## src/rtl/ped_panel_pkg.sv

```systemverilog
// Shared types and constants for the pedestrian crossing panel.
// State encoding, lamp reset values and controller count width.
package ped_panel_pkg;

   typedef enum logic [1:0] {
      IDLE,
      REQUESTED,
      WALK,
      FLASH
   } panel_state_t;

   localparam int   COUNT_W         = 3;
   localparam logic WAIT_RESET      = 1'b0;
   localparam logic WALK_RESET      = 1'b0;
   localparam logic DONT_WALK_RESET = 1'b1;

endpackage

```

## src/rtl/button_debouncer.sv

```systemverilog
// Push-button synchronizer, debouncer and press-event detector.
// Emits a one-cycle press pulse on each debounced rising edge.
module button_debouncer #(
   parameter int DEBOUNCE_CYCLES = 4
) (
   input  logic clk,
   input  logic reset_n,
   input  logic button_raw,
   output logic press
);

   localparam int DW = $clog2(DEBOUNCE_CYCLES + 1);

   logic          sync1;
   logic          sync2;
   logic          level;
   logic          level_q;
   logic [DW-1:0] cnt;

   // two-flop synchronizer for the asynchronous button
   always_ff @(posedge clk) begin
      if (!reset_n) begin
         sync1 <= 1'b0;
         sync2 <= 1'b0;
      end else begin
         sync1 <= button_raw;
         sync2 <= sync1;
      end
   end

   // level follows the sample only after a full run of differing samples
   always_ff @(posedge clk) begin
      if (!reset_n) begin
         level   <= 1'b0;
         level_q <= 1'b0;
         cnt     <= '0;
      end else begin
         level_q <= level;
         if (sync2 == level) begin
            cnt <= '0;
         end else if (cnt == DW'(DEBOUNCE_CYCLES - 1)) begin
            level <= sync2;
            cnt   <= '0;
         end else begin
            cnt <= cnt + DW'(1);
         end
      end
   end

   assign press = level & ~level_q;

endmodule

```

## src/rtl/ped_crossing_panel.sv

```systemverilog
// Pedestrian push-button and signal-head panel.
// Optional safety fault check: define PED_PANEL_FAULT_CHECK_EN.
module ped_crossing_panel
   import ped_panel_pkg::*;
#(
   parameter int DEBOUNCE_CYCLES = 4,
   parameter int FLASH_THRESHOLD = 2,
   parameter int FLASH_HALF      = 2,
   parameter int CHIRP_HALF      = 1
) (
   input  logic               clk,
   input  logic               reset_n,
   input  logic               button_raw,
   input  logic               ped_walk,
   input  logic [COUNT_W-1:0] ped_count,
   input  logic               red,
   output logic               ped_req,
   output logic               wait_lamp,
   output logic               walk_lamp,
   output logic               dont_walk_lamp,
   output logic [COUNT_W-1:0] digit,
   output logic               digit_valid,
   output logic               chirp,
   output logic               fault
);

   localparam int FW = $clog2(FLASH_HALF + 1);
   localparam int CW = $clog2(CHIRP_HALF + 1);

   panel_state_t  state;
   panel_state_t  nxt;
   logic          press;
   logic          low_count;
   logic          fault_now;
   logic          show;
   logic [FW-1:0] fcnt;
   logic [CW-1:0] ccnt;

   button_debouncer #(
      .DEBOUNCE_CYCLES(DEBOUNCE_CYCLES)
   ) u_debouncer (
      .clk       (clk),
      .reset_n   (reset_n),
      .button_raw(button_raw),
      .press     (press)
   );

   assign low_count = ped_count <= COUNT_W'(FLASH_THRESHOLD);

`ifdef PED_PANEL_FAULT_CHECK_EN
   assign fault_now = fault | (ped_walk & ~red);

   // sticky fault: walk granted while cars are not held at red
   always_ff @(posedge clk) begin
      if (!reset_n) fault <= 1'b0;
      else          fault <= fault_now;
   end
`else
   logic unused_red;
   assign unused_red = red;
   assign fault_now  = 1'b0;
   assign fault      = 1'b0;
`endif

   // next-state decode; a grant beats a same-cycle press
   always_comb begin
      nxt = state;
      unique case (state)
         IDLE, REQUESTED: begin
            if (ped_walk)
               nxt = low_count ? FLASH : WALK;
            else if (press)
               nxt = REQUESTED;
         end
         WALK: begin
            if (!ped_walk)
               nxt = IDLE;
            else if (low_count)
               nxt = FLASH;
         end
         FLASH: begin
            if (!ped_walk)
               nxt = IDLE;
         end
         default: nxt = IDLE;
      endcase
      if (fault_now)
         nxt = IDLE;
   end

   assign show = (nxt == WALK) || (nxt == FLASH);

   // state register with all panel outputs registered from next state
   always_ff @(posedge clk) begin
      if (!reset_n) begin
         state          <= IDLE;
         ped_req        <= 1'b0;
         wait_lamp      <= WAIT_RESET;
         walk_lamp      <= WALK_RESET;
         dont_walk_lamp <= DONT_WALK_RESET;
         digit          <= '0;
         digit_valid    <= 1'b0;
         chirp          <= 1'b0;
         fcnt           <= '0;
         ccnt           <= '0;
      end else begin
         state       <= nxt;
         ped_req     <= (state == IDLE) && (nxt == REQUESTED);
         wait_lamp   <= nxt == REQUESTED;
         walk_lamp   <= nxt == WALK;
         digit_valid <= show;
         digit       <= show ? ped_count : '0;

         if (nxt != WALK) begin
            chirp <= 1'b0;
            ccnt  <= '0;
         end else if (state != WALK) begin
            chirp <= 1'b1;
            ccnt  <= '0;
         end else if (ccnt == CW'(CHIRP_HALF - 1)) begin
            chirp <= ~chirp;
            ccnt  <= '0;
         end else begin
            ccnt <= ccnt + CW'(1);
         end

         if (nxt != FLASH) begin
            dont_walk_lamp <= nxt != WALK;
            fcnt           <= '0;
         end else if (state != FLASH) begin
            dont_walk_lamp <= 1'b1;
            fcnt           <= '0;
         end else if (fcnt == FW'(FLASH_HALF - 1)) begin
            dont_walk_lamp <= ~dont_walk_lamp;
            fcnt           <= '0;
         end else begin
            fcnt <= fcnt + FW'(1);
         end
      end
   end

endmodule

```

## config.mk

```make
export PLATFORM = sky130hd
export DESIGN_NAME = ped_crossing_panel
export DESIGN_NICKNAME = d
export VERILOG_FILES = /design/src/rtl/ped_panel_pkg.sv /design/src/rtl/button_debouncer.sv /design/src/rtl/ped_crossing_panel.sv
export SDC_FILE = /design/constraint.sdc
export NUM_CORES = 1
export LEC_CHECK = 0
export ABC_AREA = 1
export BUFFER_PORTS_ARGS = -buffer_cell sky130_fd_sc_hd__buf_2
export CAP_MARGIN = 5
export CORE_MARGIN = 1.5
export CORE_UTILIZATION = 45
export CTS_BUF_LIST = sky130_fd_sc_hd__clkbuf_16
export DETAILED_ROUTE_END_ITERATION = 7
export GPL_TIMING_DRIVEN = 0
export PLACE_DENSITY = 0.81
export SKIP_CTS_REPAIR_TIMING = 1
export SLEW_MARGIN = 15
export SYNTH_ARGS = -nofsm -noshare
export SYNTH_HDL_FRONTEND = slang
export SYNTH_SLANG_ARGS = --single-unit
```

## constraint.sdc

```tcl
create_clock -name clk -period 1 [get_ports clk]
set_input_delay 0.2 -clock clk [delete_from_list [all_inputs] [get_ports clk]]
set_output_delay 0.2 -clock clk [all_outputs]
set_load 0.02 [all_outputs]
```

== Word level (Yosys, flattened, before mapping) ==
Index checks and enable logic that the tools add are counted.
Cells by class
  multiplexer cells: 12
  order comparisons: 1
  equal/unequal tests: 14
  add/subtract/negate cells: 3
  bitwise operators: 7
  reductions and logical operators: 11
Operators with widths (count)
  $mux 2: 5
  $eq 2x2->1 const B: 4
  $ne 2x2->1 const B: 4
  $reduce_or 4->1: 2
  $eq 2x1->1 const B: 3
  $mux 1: 6
  $not 1->1: 6
  $pmux 2 s3: 1
  $reduce_and 2->1: 2
  $reduce_or 2->1: 2
  $add 3x1->3 const B: 1
  $eq 3x2->1 const B: 1
  $le 3x2->1 const B: 1
  $reduce_bool 3->1: 1
  $reduce_or 3->1: 1
  $add 2x1->2 const B: 1
  $logic_not 2->1: 1
  $ne 2x1->1 const B: 1
  $add 1x1->1 const B: 1
  $and 1x1->1: 1
  $eq 1x1->1: 1
  $logic_and 1x1->1: 1
  $logic_or 1x1->1: 1
Storage, ports and cells
  output and inout bits: 10
  bits in registers: 21
  word-level logic and storage cells: 63
  input port bits: 8

== Depth between registers and ports, before layout ==
  word-level depth: 8
  gate-level depth with buffers: 6
  depth with buffers taken out: 6

== Hierarchy ==
Synthesis repeated with hierarchy kept, for this count alone.
Second synthesis, totals
  cells, all modules: 94
  area total of the unflattened synthesis: 753.2 um2
By module, submodules not included
  ped_crossing_panel: sequential area each 280.3 um2, instances 1, area an instance 498.0 um2, cells an instance 64
  button_debouncer: sequential area each 140.1 um2, instances 1, area an instance 255.2 um2, cells an instance 30

== Worst setup path before layout ==
No wires, ideal clock.
  path kind: reg2reg
  start: register u_debouncer.cnt[0]
  end: register u_debouncer.cnt[0]
  setup slack: 34 ps
  cell stages (with the launch flop): 6
  arrival time: 901 ps
  path buffers: 0
  period minus slack after synthesis: 966 ps
  required time: 935 ps
  setup time: 65 ps
  path through: dfxtp_1 > ha_1 > ha_1 > inv_1 > o211ai_2 > nor2_1
Between the ends
  word-level cells in the longest chain between the ends: 2
  elaborated cells between the ends (all ways): 3
  those cells by class: 1 x add/sub; 1 x eq/ne; 1 x reduce/logical
Ends and longest elaborated chain
  start: declaration: RTL line button_debouncer.sv:18  | logic [DW-1:0] cnt;
  start signal: assignment: RTL line button_debouncer.sv:45  | cnt <= cnt + DW'(1);
  branches (longest 2 deep; another with $add 3x1->3)
Several ways; the timed one is not identified.
A chain may end at the register's enable or synchronous reset.

== Final worst setup path ==
  start: register chirp
  end: output chirp
RTL lines
  start: declaration: RTL line ped_crossing_panel.sv:23  | output logic chirp,
  start signal: assignment: RTL line ped_crossing_panel.sv:121  | chirp <= ~chirp;
No word-level cell between the ends.

==> metrics.txt <==
# TYPE chip_impl_metric gauge
chip_impl_info{name="worst_setup_path_end_kind",value="output pin"} 1
chip_impl_metric{name="postSynthAreaPerCell",unit="um^2"} 8.955
chip_impl_info{name="grt_setup_unrepaired",value="true"} 1
chip_impl_metric{name="totalNegativeSetupSlack",unit="ps"} 0
chip_impl_metric{name="layout-drive-gt1-share",unit="%"} 37.04
chip_impl_metric{name="period_needed",unit="ps"} 958.7
chip_impl_info{name="crit_startpoint",value="chirp"} 1
chip_impl_metric{name="initial_core_util",unit="%"} 47.19
chip_impl_info{name="synthTopCellsByCount",value="sky130_fd_sc_hd__dfxtp_1 (21), sky130_fd_sc_hd__inv_1 (15), sky130_fd_sc_hd__nor2_1 (14), sky130_fd_sc_hd__nand2_1 (11), sky130_fd_sc_hd__ha_1 (3)"} 1
chip_impl_metric{name="grt_start_max_net_pins",unit=""} 13
chip_impl_info{name="cp_top_family",value="flip-flops"} 1
chip_impl_info{name="worst_path_max_delay_cell",value="sky130_fd_sc_hd__dfxtp_1"} 1
chip_impl_info{name="worstReg2RegStart",value="u_debouncer.cnt[0]"} 1
chip_impl_metric{name="yosysSeqAreaShare",unit="%"} 52.75
chip_impl_metric{name="report.final.slew_viol_count",unit=""} 0
chip_impl_metric{name="postSynthRegisterBits",unit=""} 21
chip_impl_metric{name="clock_latency_late_sink",unit="ps"} 250
chip_impl_metric{name="rows",unit=""} 15
chip_impl_metric{name="synthDistinctLibCells",unit=""} 22
chip_impl_metric{name="die-area",unit="um^2"} 2033
chip_impl_metric{name="crit_buf_inv",unit=""} 1
chip_impl_info{name="synth_area_leader_cell",value="sky130_fd_sc_hd__dfxtp_1"} 1
chip_impl_metric{name="critical_path.max_fanout",unit=""} 3
chip_impl_metric{name="setup_viol",unit=""} 0
chip_impl_metric{name="asyncSetResetFlopFracSynth",unit="%"} 0
chip_impl_metric{name="number_of_enable_flip_flop_cells_after_synthesis",unit=""} 0
chip_impl_metric{name="dieWidth",unit="um"} 45.09
chip_impl_metric{name="global_route.usage.total",unit="%"} 12.44
chip_impl_metric{name="fin_skew",unit="ps"} 1.200
chip_impl_metric{name="post_synth_instance_area",unit="um^2"} 797.0
chip_impl_info{name="tritoncts",value="yes"} 1
chip_impl_metric{name="p_leak",unit="nW"} 0.5067
chip_impl_metric{name="cts.sink_count",unit=""} 21
chip_impl_metric{name="finalInstanceArea",unit="um^2"} 1013
chip_impl_metric{name="filler_cell_count",unit=""} 150
chip_impl_metric{name="via_per_inst",unit=""} 4.528
chip_impl_metric{name="period_share",unit="%"} 95.87
chip_impl_metric{name="globalplace.congestion",unit=""} 0.6848
chip_impl_info{name="outcome",value="finished clean"} 1
chip_impl_metric{name="routedWlPerCell",unit="um"} 9.128
chip_impl_info{name="worstHoldStart",value="button_raw"} 1
chip_impl_metric{name="clkSlewWorstSetupHoldPaths",unit="ps"} 50
chip_impl_metric{name="synthToLayoutAreaGrowth",unit="%"} 27.16
chip_impl_metric{name="cp.required",unit="ps"} 800
chip_impl_metric{name="nNetsFinal",unit=""} 120
chip_impl_metric{name="critPathMaxStageDelay",unit="ps"} 340
chip_impl_metric{name="dp_hpwl",unit="um"} 836.4
chip_impl_info{name="timing.critical_path.from_type",value="flip-flop"} 1
chip_impl_metric{name="drt-pass1-iter-count",unit=""} 4
chip_impl_metric{name="number_of_antenna_violations_at_the_first_check_in_global_routing",unit=""} 0
chip_impl_info{name="worst-setup-path-type",value="reg -> out"} 1
chip_impl_metric{name="cts.path.max_buffers",unit=""} 2
chip_impl_metric{name="max-vdd-ir-drop",unit="uV"} 2059
chip_impl_info{name="synthTopCellsByArea",value="sky130_fd_sc_hd__dfxtp_1 (53%), sky130_fd_sc_hd__inv_1 (7.1%), sky130_fd_sc_hd__nor2_1 (6.6%)"} 1
chip_impl_info{name="ctsRootBufferMaster",value="sky130_fd_sc_hd__clkbuf_16"} 1
chip_impl_metric{name="dr_total_vias",unit=""} 566
chip_impl_metric{name="finalHoldViolCount",unit=""} 0
chip_impl_metric{name="ys.warnings.count",unit=""} 0
chip_impl_metric{name="hold_ws",unit="ps"} 146.1
chip_impl_info{name="synthMostInstantiatedCell",value="sky130_fd_sc_hd__dfxtp_1"} 1
chip_impl_metric{name="grt_pass1_vias",unit=""} 433
chip_impl_info{name="postSynth.topFlopCell",value="sky130_fd_sc_hd__dfxtp_1"} 1
chip_impl_metric{name="port_buffers",unit=""} 14
chip_impl_info{name="worst_hold_path_type",value="in -> reg"} 1
chip_impl_metric{name="cts_inserted_buffers",unit=""} 3
chip_impl_metric{name="power.density_cell_area",unit="nW/um^2"} 1803
chip_impl_metric{name="die_ht",unit="um"} 45.09
chip_impl_metric{name="fmaxAchievable",unit="GHz"} 1.043
chip_impl_metric{name="io_pins",unit=""} 18
chip_impl_metric{name="core_region_area",unit="um^2"} 1689
chip_impl_metric{name="postRouteAntennaNets",unit=""} 0
chip_impl_metric{name="synth_top_area_share",unit="%"} 52.75
chip_impl_metric{name="n_antenna_cell",unit=""} 0
chip_impl_info{name="cp_cell_sequence",value="buf_2"} 1
chip_impl_metric{name="post_synth_inst_count",unit=""} 89
chip_impl_metric{name="globalRoute.totalOverflow",unit=""} 0
chip_impl_metric{name="drc",unit=""} 0
chip_impl_metric{name="totalWireLength",unit="mm"} 1.141
chip_impl_metric{name="drt_iter0_markers",unit=""} 8
chip_impl_metric{name="cts_max_level",unit=""} 1
chip_impl_metric{name="drv_cap",unit=""} 0
chip_impl_metric{name="final_core_utilization",unit="%"} 60.00
chip_impl_metric{name="cp.arrival",unit="ps"} 760
chip_impl_metric{name="global_route_wire_length_before_repair",unit="mm"} 1.718
chip_impl_metric{name="post_dp_cell_area",unit="um^2"} 892.1
==> per-layer routing <==
layer  share of wire (%)  track usage (%)  wire, um
met1                  46            14.96       522
met2                  46            18.00       524
met3                 6.1            7.200        70
met4                 2.1            5.294        24
met5                   0                0         0
==> registers in the layout, indices dropped and copies added (netlist names) <==
signal,count
digit,3
u_debouncer.cnt,3
fcnt,2
state,2
ccnt,1
chirp,1
digit_valid,1
dont_walk_lamp,1
ped_req,1
u_debouncer.level,1
u_debouncer.level_q,1
u_debouncer.sync1,1
u_debouncer.sync2,1
wait_lamp,1
walk_lamp,1
==> power breakdown <==
part	leakage, nW	switching, W	internal (W)	total [W]
Combinational	0.293	0.0000857	0.0000508	0.000136
Sequential	0.173	0.0000128	0.000864	0.000876
Clock	0.0409	0.000279	0.000535	0.000815
==> area by class of cell <==
type                    instances  area [um^2]  share of cell area [%]
repair buffers                 14        70.07                   6.914
well taps                      17        21.27                   2.099
multi-input cells              48        321.6                   31.73
clock inverters                 1        5.005                  0.4938
inverters                      19        78.83                   7.778
clock buffers                   3        75.07                   7.407
flip-flops and latches         21        422.9                   41.73
plain buffers                   2        18.77                   1.852
==> final timing paths <==
kind,cells after the start,end,slack [ps]
setup / recovery,1,chirp,40
hold / removal,3,u_debouncer.sync1,150
setup reg to reg,5,u_debouncer.cnt[1],40
hold reg to reg,2,u_debouncer.sync2,410
==> cells in the final DEF, fill, tap and decap left out <==
| master | n |
|---|---|
| sky130_fd_sc_hd__buf_2 | 14 |
| sky130_fd_sc_hd__nand3_2 | 2 |
| sky130_fd_sc_hd__a21oi_2 | 2 |
| sky130_fd_sc_hd__buf_6 | 1 |
| sky130_fd_sc_hd__ha_4 | 2 |
| sky130_fd_sc_hd__conb_1 | 2 |
| sky130_fd_sc_hd__o211ai_1 | 1 |
| sky130_fd_sc_hd__o21ai_0 | 1 |
| sky130_fd_sc_hd__dfxtp_1 | 19 |
| sky130_fd_sc_hd__inv_4 | 3 |
| sky130_fd_sc_hd__inv_1 | 14 |
| sky130_fd_sc_hd__nand3_4 | 1 |
| sky130_fd_sc_hd__ha_2 | 1 |
| sky130_fd_sc_hd__clkbuf_16 | 3 |
| sky130_fd_sc_hd__nor2_4 | 1 |
| sky130_fd_sc_hd__buf_4 | 1 |
| sky130_fd_sc_hd__nand2_2 | 2 |
| sky130_fd_sc_hd__clkinv_2 | 1 |
| sky130_fd_sc_hd__nand2_4 | 1 |
| sky130_fd_sc_hd__nor2_1 | 14 |
| sky130_fd_sc_hd__dfxtp_2 | 2 |
| sky130_fd_sc_hd__o21ai_1 | 1 |
| sky130_fd_sc_hd__nand4_1 | 1 |
| sky130_fd_sc_hd__a21oi_1 | 2 |
| sky130_fd_sc_hd__nand2_1 | 11 |
| sky130_fd_sc_hd__o211ai_4 | 1 |
| sky130_fd_sc_hd__inv_2 | 2 |
| sky130_fd_sc_hd__nand3_1 | 2 |
==> tightest hold or removal path, delay by kind of cell <==
| kind | cells | cell delay [ps] |
|---|---|---|
| AND/OR/NAND/NOR | 1 | 40 |
| buffers and inverters | 2 | 120 |
==> cell families (layout without fill, tap and decap cells) <==
| logic type | count (synthesis) | after routing | synth area share [%] |
|---|---|---|---|
| AOI/OAI and AO/OA | 8 | 8 | 7.222 |
| adders and majority gates | 3 | 3 | 4.710 |
| buffers and inverters | 21 | 39 | 11.93 |
| DFF | 21 | 21 | 52.75 |
| other | 1 | 2 | 0.4705 |
| and+or+nand+nor | 35 | 35 | 22.92 |
==> through the flow <==
step / instances / worst slack [ps] / total power (W)
floorplan: 90 / 34.38 / 0.0009898
global placement: 121 / -6.511 / 0.001023
detailed placement: 121 / -44.11 / 0.001027
CTS: 125 / -68.07 / 0.001848
global route: 125 / -8.374 / 0.001907
finish: 125 / 41.31 / 0.001828
(Power assumes the default switching activity.)
